**config.mk**
```make
export PLATFORM = sky130hd
export DESIGN_NAME = tri_raster_queue
export DESIGN_NICKNAME = d
export VERILOG_FILES = /design/src/rtl/tri_raster_queue_pkg.sv /design/src/rtl/tri_raster_queue_line_walker.sv /design/src/rtl/tri_raster_queue.sv
export SDC_FILE = /design/constraint.sdc
export NUM_CORES = 1
export LEC_CHECK = 0
export BUFFER_PORTS_ARGS = -buffer_cell sky130_fd_sc_hd__buf_2
export CORE_ASPECT_RATIO = 2
export CORE_MARGIN = 3
export CORE_UTILIZATION = 60
export CTS_CLUSTER_SIZE = 30
export DETAILED_ROUTE_END_ITERATION = 8
export PLACE_DENSITY_LB_ADDON = 0.12
export RECOVER_POWER = 50
export SLEW_MARGIN = 40
export SYNTH_ARGS = -nofsm -noshare
export SYNTH_HDL_FRONTEND = slang
export SYNTH_SLANG_ARGS = --single-unit
```
**constraint.sdc**
```tcl
create_clock -name clk -period 11.2 [get_ports clk]
set_clock_uncertainty 0.1 [all_clocks]
set_input_delay 1.68 -clock clk [delete_from_list [all_inputs] [get_ports clk]]
set_output_delay 1.68 -clock clk [all_outputs]
set_load 0.05 [all_outputs]
```
**src/rtl/tri_raster_queue_pkg.sv**
```systemverilog
// Shared geometry/colour types, raster FSM states and the orthographic projection helper.
package tri_raster_queue_pkg;

  localparam int RASTER_COORD_W = 8;

  typedef logic [RASTER_COORD_W-1:0] coord_t;

  typedef struct packed {
    coord_t x;
    coord_t y;
  } Point2D;

  typedef struct packed {
    coord_t x;
    coord_t y;
    coord_t z;
  } Point3D;

  typedef struct packed {
    Point2D a;
    Point2D b;
    Point2D c;
  } Triangle2D;

  typedef struct packed {
    Point3D a;
    Point3D b;
    Point3D c;
  } Triangle3D;

  typedef struct packed {
    logic [7:0] r;
    logic [7:0] g;
    logic [7:0] b;
  } Color;

  typedef struct packed {
    Triangle3D geom;
    Color      col;
  } tri_entry_t;

  typedef enum logic [2:0] {
    RS_IDLE,
    RS_CLEAR,
    RS_LOAD,
    RS_EDGE,
    RS_DONE
  } RasterState_t;

  function automatic Point2D drop_z(input Point3D p);
    Point2D r;
    r.x = p.x;
    r.y = p.y;
    return r;
  endfunction

  function automatic Triangle2D project(input Triangle3D t);
    Triangle2D r;
    r.a = drop_z(t.a);
    r.b = drop_z(t.b);
    r.c = drop_z(t.c);
    return r;
  endfunction

endpackage

```
**src/rtl/tri_raster_queue_line_walker.sv**
```systemverilog
// Bresenham line walker: emits every point from p to q inclusive, one per cycle, all octants.
// Latency: first point one cycle after start; done marks the cycle carrying q. No backpressure.
module tri_raster_queue_line_walker
  import tri_raster_queue_pkg::*;
(
  input  logic   clk,
  input  logic   n_rst,
  input  logic   start,
  input  Point2D p,
  input  Point2D q,
  output Point2D point,
  output logic   valid,
  output logic   done
);

  localparam int EW = RASTER_COORD_W + 2;

  Point2D               cur;
  Point2D               dst;
  logic signed [EW-1:0] dx_r;
  logic signed [EW-1:0] dy_r;
  logic signed [EW-1:0] err_r;
  logic signed [EW-1:0] err_nxt;
  logic signed [EW-1:0] dx_init;
  logic signed [EW-1:0] dy_init;
  logic signed [EW:0]   e2;
  logic signed [EW:0]   dx_ext;
  logic signed [EW:0]   dy_ext;
  coord_t               abs_x;
  coord_t               abs_y;
  logic                 sx_neg;
  logic                 sy_neg;
  logic                 step_x;
  logic                 step_y;

  always_comb begin
    abs_x   = (q.x >= p.x) ? q.x - p.x : p.x - q.x;
    abs_y   = (q.y >= p.y) ? q.y - p.y : p.y - q.y;
    dx_init = $signed({2'b00, abs_x});
    dy_init = -$signed({2'b00, abs_y});
    // dy is kept negative so one error term covers shallow and steep lines alike
    e2      = {err_r, 1'b0};
    dx_ext  = {dx_r[EW-1], dx_r};
    dy_ext  = {dy_r[EW-1], dy_r};
    step_x  = (e2 >= dy_ext);
    step_y  = (e2 <= dx_ext);
    err_nxt = err_r;
    if (step_x) err_nxt = err_nxt + dy_r;
    if (step_y) err_nxt = err_nxt + dx_r;
  end

  assign point = cur;
  assign done  = valid && (cur == dst);

  always_ff @(posedge clk) begin
    if (!n_rst) begin
      cur    <= '0;
      dst    <= '0;
      dx_r   <= '0;
      dy_r   <= '0;
      err_r  <= '0;
      sx_neg <= 1'b0;
      sy_neg <= 1'b0;
      valid  <= 1'b0;
    end else if (start) begin
      cur    <= p;
      dst    <= q;
      dx_r   <= dx_init;
      dy_r   <= dy_init;
      err_r  <= dx_init + dy_init;
      sx_neg <= (q.x < p.x);
      sy_neg <= (q.y < p.y);
      valid  <= 1'b1;
    end else if (valid) begin
      if (done) begin
        valid <= 1'b0;
      end else begin
        if (step_x) cur.x <= sx_neg ? cur.x - 1'b1 : cur.x + 1'b1;
        if (step_y) cur.y <= sy_neg ? cur.y - 1'b1 : cur.y + 1'b1;
        err_r <= err_nxt;
      end
    end
  end

endmodule

```
**src/rtl/tri_raster_queue.sv**
```systemverilog
// Wireframe rasterizer with triangle queue and screen clear; RASTER_CLIP_EN suppresses off-screen writes.
// Latency: first pixel 2 cycles after LOAD; per triangle sum(max(|dx|,|dy|)+1) + 3 restart cycles.
// Backpressure: tri_ready drops while the queue is full; pixel output has no stall.
module tri_raster_queue
  import tri_raster_queue_pkg::*;
#(
  parameter int SCREEN_W   = 64,
  parameter int SCREEN_H   = 64,
  parameter int FIFO_DEPTH = 4,
  parameter int ADDR_W     = $clog2(SCREEN_W * SCREEN_H),
  parameter int CNT_W      = $clog2(FIFO_DEPTH + 1)
) (
  input  logic              clk,
  input  logic              n_rst,
  input  logic              tri_valid,
  output logic              tri_ready,
  input  Triangle3D         tri_in,
  input  Color              color_in,
  input  logic              clear_req,
  output logic              px_we,
  output logic [ADDR_W-1:0] px_addr,
  output logic              px_data,
  output Color              px_color,
  output logic              busy,
  output logic              tri_done,
  output logic [CNT_W-1:0]  fifo_count
);

  localparam int PTR_W  = $clog2(FIFO_DEPTH);
  localparam int PIX_N  = SCREEN_W * SCREEN_H;
  localparam int WIDE_W = ADDR_W + RASTER_COORD_W;

  tri_entry_t         mem [FIFO_DEPTH];
  logic [PTR_W-1:0]   wr_ptr;
  logic [PTR_W-1:0]   rd_ptr;
  logic [CNT_W-1:0]   count;
  logic               push;
  logic               pop;
  tri_entry_t         head;

  RasterState_t       state;
  RasterState_t       state_nxt;
  Triangle2D          cur_tri;
  Color               cur_color;
  logic [1:0]         edge_idx;
  logic               launch;
  logic               clear_pend;
  logic               go_clear;
  logic [ADDR_W-1:0]  clr_addr;
  logic               clr_last;

  logic               wk_start;
  Point2D             wk_p;
  Point2D             wk_q;
  Point2D             wk_pt;
  logic               wk_valid;
  logic               wk_done;
  logic [ADDR_W-1:0]  pix_addr;
  logic               in_range;

  // Ready comes from the registered count, so a pop in the same cycle never opens it.
  assign tri_ready  = (count != CNT_W'(FIFO_DEPTH));
  assign push       = tri_valid && tri_ready;
  assign head       = mem[rd_ptr];
  assign fifo_count = count;
  assign busy       = (state != RS_IDLE) || (count != '0);
  assign go_clear   = clear_pend || clear_req;
  assign clr_last   = (clr_addr == ADDR_W'(PIX_N - 1));

  always_ff @(posedge clk) begin
    if (push) mem[wr_ptr] <= {tri_in, color_in};
  end

  always_ff @(posedge clk) begin
    if (!n_rst) begin
      wr_ptr <= '0;
      rd_ptr <= '0;
      count  <= '0;
    end else begin
      if (push) wr_ptr <= wr_ptr + 1'b1;
      if (pop)  rd_ptr <= rd_ptr + 1'b1;
      case ({push, pop})
        2'b10:   count <= count + 1'b1;
        2'b01:   count <= count - 1'b1;
        default: count <= count;
      endcase
    end
  end

  always_comb begin
    case (edge_idx)
      2'd0:    begin wk_p = cur_tri.a; wk_q = cur_tri.b; end
      2'd1:    begin wk_p = cur_tri.b; wk_q = cur_tri.c; end
      default: begin wk_p = cur_tri.c; wk_q = cur_tri.a; end
    endcase
  end

  tri_raster_queue_line_walker u_walker (
    .clk   (clk),
    .n_rst (n_rst),
    .start (wk_start),
    .p     (wk_p),
    .q     (wk_q),
    .point (wk_pt),
    .valid (wk_valid),
    .done  (wk_done)
  );

  assign pix_addr = ADDR_W'(WIDE_W'(wk_pt.y) * WIDE_W'(SCREEN_W) + WIDE_W'(wk_pt.x));

`ifdef RASTER_CLIP_EN
  assign in_range = ({1'b0, wk_pt.x} < (RASTER_COORD_W + 1)'(SCREEN_W)) &&
                    ({1'b0, wk_pt.y} < (RASTER_COORD_W + 1)'(SCREEN_H));
`else
  assign in_range = 1'b1;
`endif

  always_ff @(posedge clk) begin
    if (!n_rst) state <= RS_IDLE;
    else        state <= state_nxt;
  end

  always_comb begin
    state_nxt = state;
    pop       = 1'b0;
    wk_start  = 1'b0;
    px_we     = 1'b0;
    px_data   = 1'b0;
    px_addr   = '0;
    px_color  = '0;
    tri_done  = 1'b0;
    case (state)
      RS_IDLE: begin
        if (go_clear)          state_nxt = RS_CLEAR;
        else if (count != '0)  state_nxt = RS_LOAD;
      end
      RS_CLEAR: begin
        px_we   = 1'b1;
        px_addr = clr_addr;
        if (clr_last) state_nxt = RS_IDLE;
      end
      RS_LOAD: begin
        pop       = 1'b1;
        state_nxt = RS_EDGE;
      end
      RS_EDGE: begin
        wk_start = launch;
        px_we    = wk_valid && in_range;
        px_data  = wk_valid && in_range;
        px_addr  = pix_addr;
        px_color = cur_color;
        if (wk_done && edge_idx == 2'd2) state_nxt = RS_DONE;
      end
      RS_DONE: begin
        tri_done  = 1'b1;
        state_nxt = RS_IDLE;
      end
      default: state_nxt = RS_IDLE;
    endcase
  end

  always_ff @(posedge clk) begin
    if (!n_rst) begin
      cur_tri    <= '0;
      cur_color  <= '0;
      edge_idx   <= '0;
      launch     <= 1'b0;
      clear_pend <= 1'b0;
      clr_addr   <= '0;
    end else begin
      if (state == RS_IDLE && go_clear) clear_pend <= 1'b0;
      else if (clear_req)               clear_pend <= 1'b1;

      if (state == RS_CLEAR) clr_addr <= clr_last ? '0 : clr_addr + 1'b1;

      if (pop) begin
        cur_tri   <= project(head.geom);
        cur_color <= head.col;
        edge_idx  <= '0;
        launch    <= 1'b1;
      end else if (state == RS_EDGE) begin
        // Each edge costs one start cycle before its first point.
        if (launch) launch <= 1'b0;
        if (wk_done && edge_idx != 2'd2) begin
          edge_idx <= edge_idx + 1'b1;
          launch   <= 1'b1;
        end
      end
    end
  end

endmodule

```
==> results of run 1 <==
-- final timing paths --
| path | endpoint | slack [ns] | depth (start not counted) |
|---|---|---|---|
| max | u_walker.err_r[9] | 4.43 | 27 |
| min | cur_color[16] | 0.35 | 2 |
| max reg2reg | u_walker.err_r[9] | 4.43 | 27 |
| min reg2reg | cur_color[16] | 0.35 | 2 |
-- layout by cell type, fill, tap and decap left out, types with 40 or more instances in the layout --
cell type    n
edfxtp_1   288
nand2_1    222
a21oi_1    167
dfxtp_1    158
inv_1       99
ha_1        95
nor2_1      88
clkbuf_1    84
mux4_2      72
buf_2       46
xnor2_1     43
a211oi_1    42
xor2_1      40
clkbuf_16   40
-- worst register-to-register path, stage by stage, from the launching register on --
cell and delay [ns]:
dfxtp_1 0.37, inv_1 0.08, ha_1 0.19, buf_4 0.25
nor2_2 0.44, buf_4 0.34, a21oi_1 0.16, inv_1 0.08
ha_1 0.17, inv_1 0.06, fa_1 0.37, a21o_1 0.22
a211oi_1 0.33, o21ai_1 0.09, buf_4 0.20, mux2_2 0.31
a221oi_2 0.34, o21ai_0 0.15, a21boi_0 0.37, xnor2_1 0.18
ha_1 0.41, nand2_1 0.12, inv_1 0.09, o221ai_1 0.14
a31oi_1 0.45, o221ai_1 0.21, xor2_1 0.18, o221a_2 0.26
-- power groups by stage --
stage          sequential, mW  clock (mW)  combinational [mW]
3_5_place_dp             2.14           0                2.81
2_1_floorplan            2.08           0                2.11
3_3_place_gp             2.12           0                2.75
5_1_grt                  2.13        1.38                3.09
4_1_cts                  2.10        1.32                2.82
6_report                 2.10        1.29                2.83
-- state kept, by name, summed over array words and instances (netlist names) --
signal	flops
u_walker.valid	1
u_walker.dst	16
u_walker.sx_neg	1
cur_color	24
edge_idx	2
clear_pend	1
launch	1
u_walker.sy_neg	1
u_walker.dy_r	10
u_walker.err_r	10
rd_ptr	2
wr_ptr	2
mem	288
fifo_count	3
clr_addr	12
u_walker.point	16
cur_tri	48
u_walker.dx_r	8
state	3
-- final cells by class --
| class | instances | area (um^2) |
|---|---|---|
| Clock buffer | 52 | 1060 |
| Inverter | 101 | 382 |
| Timing Repair Buffer | 137 | 658 |
| Fill cell | 2621 | 11200 |
| Tap cell | 441 | 552 |
| Sequential cell | 449 | 11900 |
| Clock inverter | 19 | 170 |
| Multi-Input combinational cell | 1118 | 8670 |
| Antenna cell | 3 | 7.51 |
-- per-stage QoR --
| stage | setup slack, ns | cell area (um^2) | hold WS (ns) | std cells | utilization (%) |
|---|---|---|---|---|---|
| after floorplan | 5.89 | 21200 | 0.332 | 1756 | - |
| final | 4.43 | 23400 | 0.351 | 2320 | 67.6 |
| after global routing | 4.00 | 23400 | 0.368 | 2320 | 67.6 |
| after detailed placement | 4.51 | 22200 | 0.344 | 2246 | 64.3 |
| after global placement | 4.58 | 22200 | 0.338 | 2246 | 64.2 |
| after CTS | 4.48 | 23500 | 0.353 | 2317 | 67.8 |
-- layer usage --
layer  GRT usage, %  wire, um  up-vias  part of all wire [%]
met4           16.6      3530        0                   7.2
li1               -         -     6621                     -
met3           3.72      1930      138                   4.0
met5              0         0        -                     0
met1           26.8     16800     6850                    34
met2           48.3     26500      335                    54
-- cell families after synthesis --
family	count (synthesis)	share of synthesized area [%]
AO/OA/AOI/OAI	380	11.9
XOR/XNOR	84	3.53
adder cells (fa/ha/maj)	108	6.73
buffers and inverters	189	3.40
flip-flops	449	55.9
multiplexers	102	9.16
AND/OR/NAND/NOR	444	9.41
==> qor.txt, run 1 <==
RSZ-0062 raised after global routing = no
Post-synth top flop = edfxtp_1
Kind of critical path = flip-flop to flip-flop
Routability cong. = 0.899
Slew headroom = -23.5%
Crit path time final = 6.77 ns
DR pass1 iterations = 6
Post CTS Setup Buffer Count = 0
Synth-to-Final Area Change = 10.1%
Ranking of synthesized cells by area = edfxtp_1 41%, dfxtp_1 15%, mux4_2 7.6%
NetSw = 2.46 mW
Area share of the largest cell type after synthesis = 40.7%
Setup TNS = 0 ns
Comb power frac = 45.5%
Maximum clock frequency = 148 MHz
# hold bufs at CTS = 0
Leakage = 8.66 nW
Worst-Skew Late Latency = 0.55 ns
Mapped Area = 0.0212 mm^2
Vias in the first global route = 14.6k
Arr. time, crit path = 7.10 ns
Grt total ovfl = 0
Critical path launch point = edge_idx[0]
Distinct cells, synth = 82
Final total power = 6.23 mW
Sum of buffers and inverters on the critical path = 7
Final max-slew violation count = 129
Worst EP required = 11.54 ns
Residual DRC = 0
Port bufs = 119
Max Fanout on Critical Path = 40
Avg Cell Area, Syn = 12.1 um^2
Worst hold path class = flip-flop to flip-flop
Crit-path max cell delay = 0.45 ns
# H-tree levels = 2
Failing checks = capacitance limit, slew limit
Gr usage total = 25.9%
Core ar. = 0.0346 mm^2
Final period util = 60.4%
Clock buffer count from CTS = 39
Post-synth EDFFs = 288
First-pass GRT wire length = 77.4 mm
Ports = 144
WL/cell = 21.0 um
Via count = 13.9k
Worst-case vdd ir drop = 0.180 mV
Final Net Count = 2,052
Clk sinks = 449
Die area = 0.0378 mm^2
R2R Path Start = edge_idx[0]
Fin. Hold Viols = 0
Largest net degree at the start of global routing = 85
Initial antenna violation count = 3
Sw Ratio = 39.6%
Register area share after synthesis = 55.9%
Number of max-cap violations = 4
Site Rows = 96
Int Power = 3.76 mW
Post-DP HPWL = 34.2 mm
Hold_sp = cur_color[16]
Crit-path most repeated cell = inv_1
Post-synth ARST share = 0%
Die Width = 139 um
Post-CTS resize count = 0
Element type at the critical path end = flip-flop
#FFs+latches synth = 449
CTS tree = yes
Final setup vio count = 0
Clock Tree Root = clkbuf_16
Mapped Cells = 1,756
Startpoint types = flip-flop
Sequential fraction of design power = 33.7%
Routed Antenna Nets = 0
PwrDens = 266 mW/mm^2
Power share of the clock group = 20.8%
Iteration-0 DRC Markers = 806
Status = complete, but fails checks
CP delay by family, top = compound AO/OA/AOI/OAI gates
Starting utilization of the core area = 61.4%
Largest area contributor in the netlist = edfxtp_1
Die height = 272 um
Reg clk slew, reported paths = 0.07 ns
Final wirelength = 48.8 mm
CP max-delay cell = a31oi_1
Worst slew pin tran = 1.85 ns
Vias/cell = 6.01
Syn. warnings = 0
Post-synth top cells = 288 x edfxtp_1, 222 x nand2_1, 167 x a21oi_1
Syn_nets = 1,962
Count leader, synth = edfxtp_1
Clock Tree Buf Depth = 3
Share of cells above drive strength 1 = 12.8%
(Power assumes the default switching activity.)
==> inputs of run 2 (changes only) <==
CORE_UTILIZATION = 55   (was 60)
clock period = 5.92 ns   (was 11.2 ns; I/O delays follow)
==> run 2 against run 1 <==
Compared with the run above:
- the run still ends with capacitance limit, slew limit left
- die area up 8.8%
- sequential power rose by 90%
- global-route usage down 1.8 points
- register-to-register slack worse by 4.2 ns
- cell area rose by 1.8%
- critical endpoint unchanged
==> qor.txt, run 2 (same netlist as run 1, synthesis figures left out) <==
Status = complete, but fails checks (unchanged)
Failing checks = capacitance limit, slew limit (unchanged)
# hold bufs at CTS = 0 (unchanged)
Most common cell after layout, fill and taps aside = edfxtp_1 (unchanged)
PwrDens = 513 mW/mm^2 (was 266 mW/mm^2)
Final wirelength = 49.7 mm (was 48.8 mm)
Max reg flops = 288 (unchanged)
Routed Antenna Nets = 0 (unchanged)
RSZ-0062 raised after global routing = no (unchanged)
Ports = 144 (unchanged)
DR pass1 iterations = 5 (was 6)
Final period util = 95.5% (was 60.4%)
CTS tree = yes (unchanged)
Final core utilization = 62.5% (was 67.6%)
Gr usage total = 24.1% (was 25.9%)
Number of max-cap violations = 5 (was 4)
Core ar. = 0.0380 mm^2 (was 0.0346 mm^2)
Fin. Hold Viols = 0 (unchanged)
Sequential fraction of design power = 32.8% (was 33.7%)
Element type at the critical path end = flip-flop (unchanged)
NetSw = 4.72 mW (was 2.46 mW)
Die height = 284 um (was 272 um)
Fin area = 0.0238 mm^2 (was 0.0234 mm^2)
Biggest regs = mem: 288 flops, cur_tri: 48 flops, cur_color: 24 flops (unchanged)
Worst EP required = 6.26 ns (was 11.54 ns)
Reg clk slew, reported paths = 0.07 ns (about the same)
Worst slew pin tran = 2.14 ns (was 1.85 ns)
Comb power frac = 45.3% (was 45.5%)
Final setup vio count = 0 (unchanged)
Via count = 14.0k (was 13.9k)
Synth-to-Final Area Change = 12.0% (was 10.1%)
Worst path cell trace = inv_1 -> ha_1 -> buf_4 -> buf_4 -> a22oi_1 -> nand2_1 -> ha_1 -> a21oi_1 -> a31oi_2 -> or2_2 -> o21ai_2 -> mux2i_1 -> mux2i_1 -> o221ai_1 -> nor2_1 -> xor2_1 -> ha_1 -> or2_2 -> o221ai_1 -> xor2_1 -> o221a_2
Placed Cells incl. Taps = 2,337 (was 2,246)
Port bufs = 119 (unchanged)
Residual DRC = 0 (unchanged)
Crit-path max cell delay = 0.49 ns (was 0.45 ns)
WL/cell = 20.6 um (was 21.0 um)
Int Power = 7.48 mW (was 3.76 mW)
Setup TNS = 0 ns (unchanged)
Crit path time final = 5.65 ns (was 6.77 ns)
# H-tree levels = 2 (unchanged)
Clk sinks = 449 (unchanged)
Largest net degree at the start of global routing = 76 (was 85)
Starting utilization of the core area = 55.8% (was 61.4%)
Die area = 0.0412 mm^2 (was 0.0378 mm^2)
Sw Ratio = 38.7% (was 39.6%)
Post-DP HPWL = 34.8 mm (was 34.2 mm)
Post-place instance area = 0.0225 mm^2 (was 0.0222 mm^2)
Worst-Skew Late Latency = 0.55 ns (about the same)
Slew headroom = -42.8% (was -23.5%)
Vias in the first global route = 14.7k (was 14.6k)
Clock Tree Buf Depth = 3 (unchanged)
First-pass GRT wire length = 79.0 mm (was 77.4 mm)
Vias/cell = 5.80 (was 6.01)
Non-filler cells, final = 2,409 (was 2,320)
Maximum clock frequency = 177 MHz (was 148 MHz)
Initial antenna violation count = 2 (was 3)
Worst-case vdd ir drop = 0.404 mV (was 0.180 mV)
Die Width = 145 um (was 139 um)
Max Fanout on Critical Path = 14 (was 40)
Crit-path most repeated cell = ha_1 (was inv_1)
Most frequent cells in the layout = 288 x edfxtp_1, 222 x nand2_1, 163 x a21oi_1 (was 288 x edfxtp_1, 222 x nand2_1, 167 x a21oi_1)
Startpoint types = flip-flop (unchanged)
Fin worst setup slack = 0.268 ns (was 4.43 ns)
Routability cong. = 0.929 (was 0.899)
Kind of critical path = flip-flop to flip-flop (unchanged)
Final max-slew violation count = 203 (was 129)
Leakage = 8.82 nW (was 8.66 nW)
Clock Tree Root = clkbuf_16 (unchanged)
Arr. time, crit path = 5.99 ns (was 7.10 ns)
Clock buffer count from CTS = 39 (unchanged)
Share of cells above drive strength 1 = 14.7% (was 12.8%)
Iteration-0 DRC Markers = 710 (was 806)
CP max-delay cell = xor2_1 (was a31oi_1)
Worst hold path class = flip-flop to flip-flop (unchanged)
Most flop-heavy register = mem (unchanged)
Site Rows = 101 (was 96)
Grt total ovfl = 0 (unchanged)
Final Net Count = 2,069 (was 2,052)
Pre-CTS WS = 0.0177 ns (was 4.51 ns)
Power share of the clock group = 22.0% (was 20.8%)
Post CTS Setup Buffer Count = 0 (unchanged)
[run 2: per-stage QoR]
stage,hold slack (ns),power [mW]
after global routing,0.372,12.9
final,0.352,12.2
after floorplan,0.332,7.93
after detailed placement,0.343,9.41
after CTS,0.353,12.1
after global placement,0.339,9.23
[run 2: layout make-up]
cell class | count | area (um^2)
clock inverters | 24 | 315
fillers | 2994 | 14200
diodes | 2 | 5.00
clock buffers | 46 | 1020
repair buffers | 154 | 785
well taps | 515 | 644
flip-flops and latches | 449 | 11900
multi-input cells | 1118 | 8750
inverters | 101 | 380
[run 2: what timing repair did]
item | CTS | global route
setup endpoints to repair | 1 | 3
resized for setup | 1 | 14
hold endpoints to repair | 0 | 0
pin swaps | 0 | 2
[run 2: power by group through the flow]
stage | clock network (mW) | registers (mW) | logic [mW]
floorplan | 0 | 3.93 | 3.99
global placement | 0 | 4.04 | 5.20
detailed placement | 0 | 4.06 | 5.35
CTS | 2.74 | 4.00 | 5.41
global route | 2.84 | 4.05 | 6.00
finish | 2.68 | 4.00 | 5.52
[run 2: metal layers]
metal | wire length [um] | part of all wire, % | vias up | track usage [%]
met1 | 17300 | 35 | 6876 | 24.7
met4 | 3080 | 6.2 | 0 | 13.3
met2 | 27300 | 55 | 320 | 46.5
met5 | 0 | 0 | - | 0
met3 | 1930 | 3.9 | 109 | 3.36
li1 | - | - | 6658 | -
[run 2: worst max-delay path, delay by kind of cell (launching register included)]
family | cells | cell delay (ns)
and+or+nand+nor | 4 | 1.08
buffers and inverters | 3 | 0.49
adders and majority gates | 3 | 1.10
AOI/OAI and AO/OA | 7 | 1.28
muxes | 2 | 0.53
xor gates and xnor gates | 2 | 0.59
DFF | 1 | 0.37
[run 2: path summary, 6_finish.rpt]
path / startpoint / endpoint / slack, ns / cells past startpoint
hold reg to reg: cur_color[0] / cur_color[0] / 0.35 / 2
hold / removal: cur_color[0] / cur_color[0] / 0.35 / 2
setup reg to reg: edge_idx[0] / u_walker.err_r[9] / 0.27 / 21
setup / recovery: edge_idx[0] / u_walker.err_r[9] / 0.27 / 21
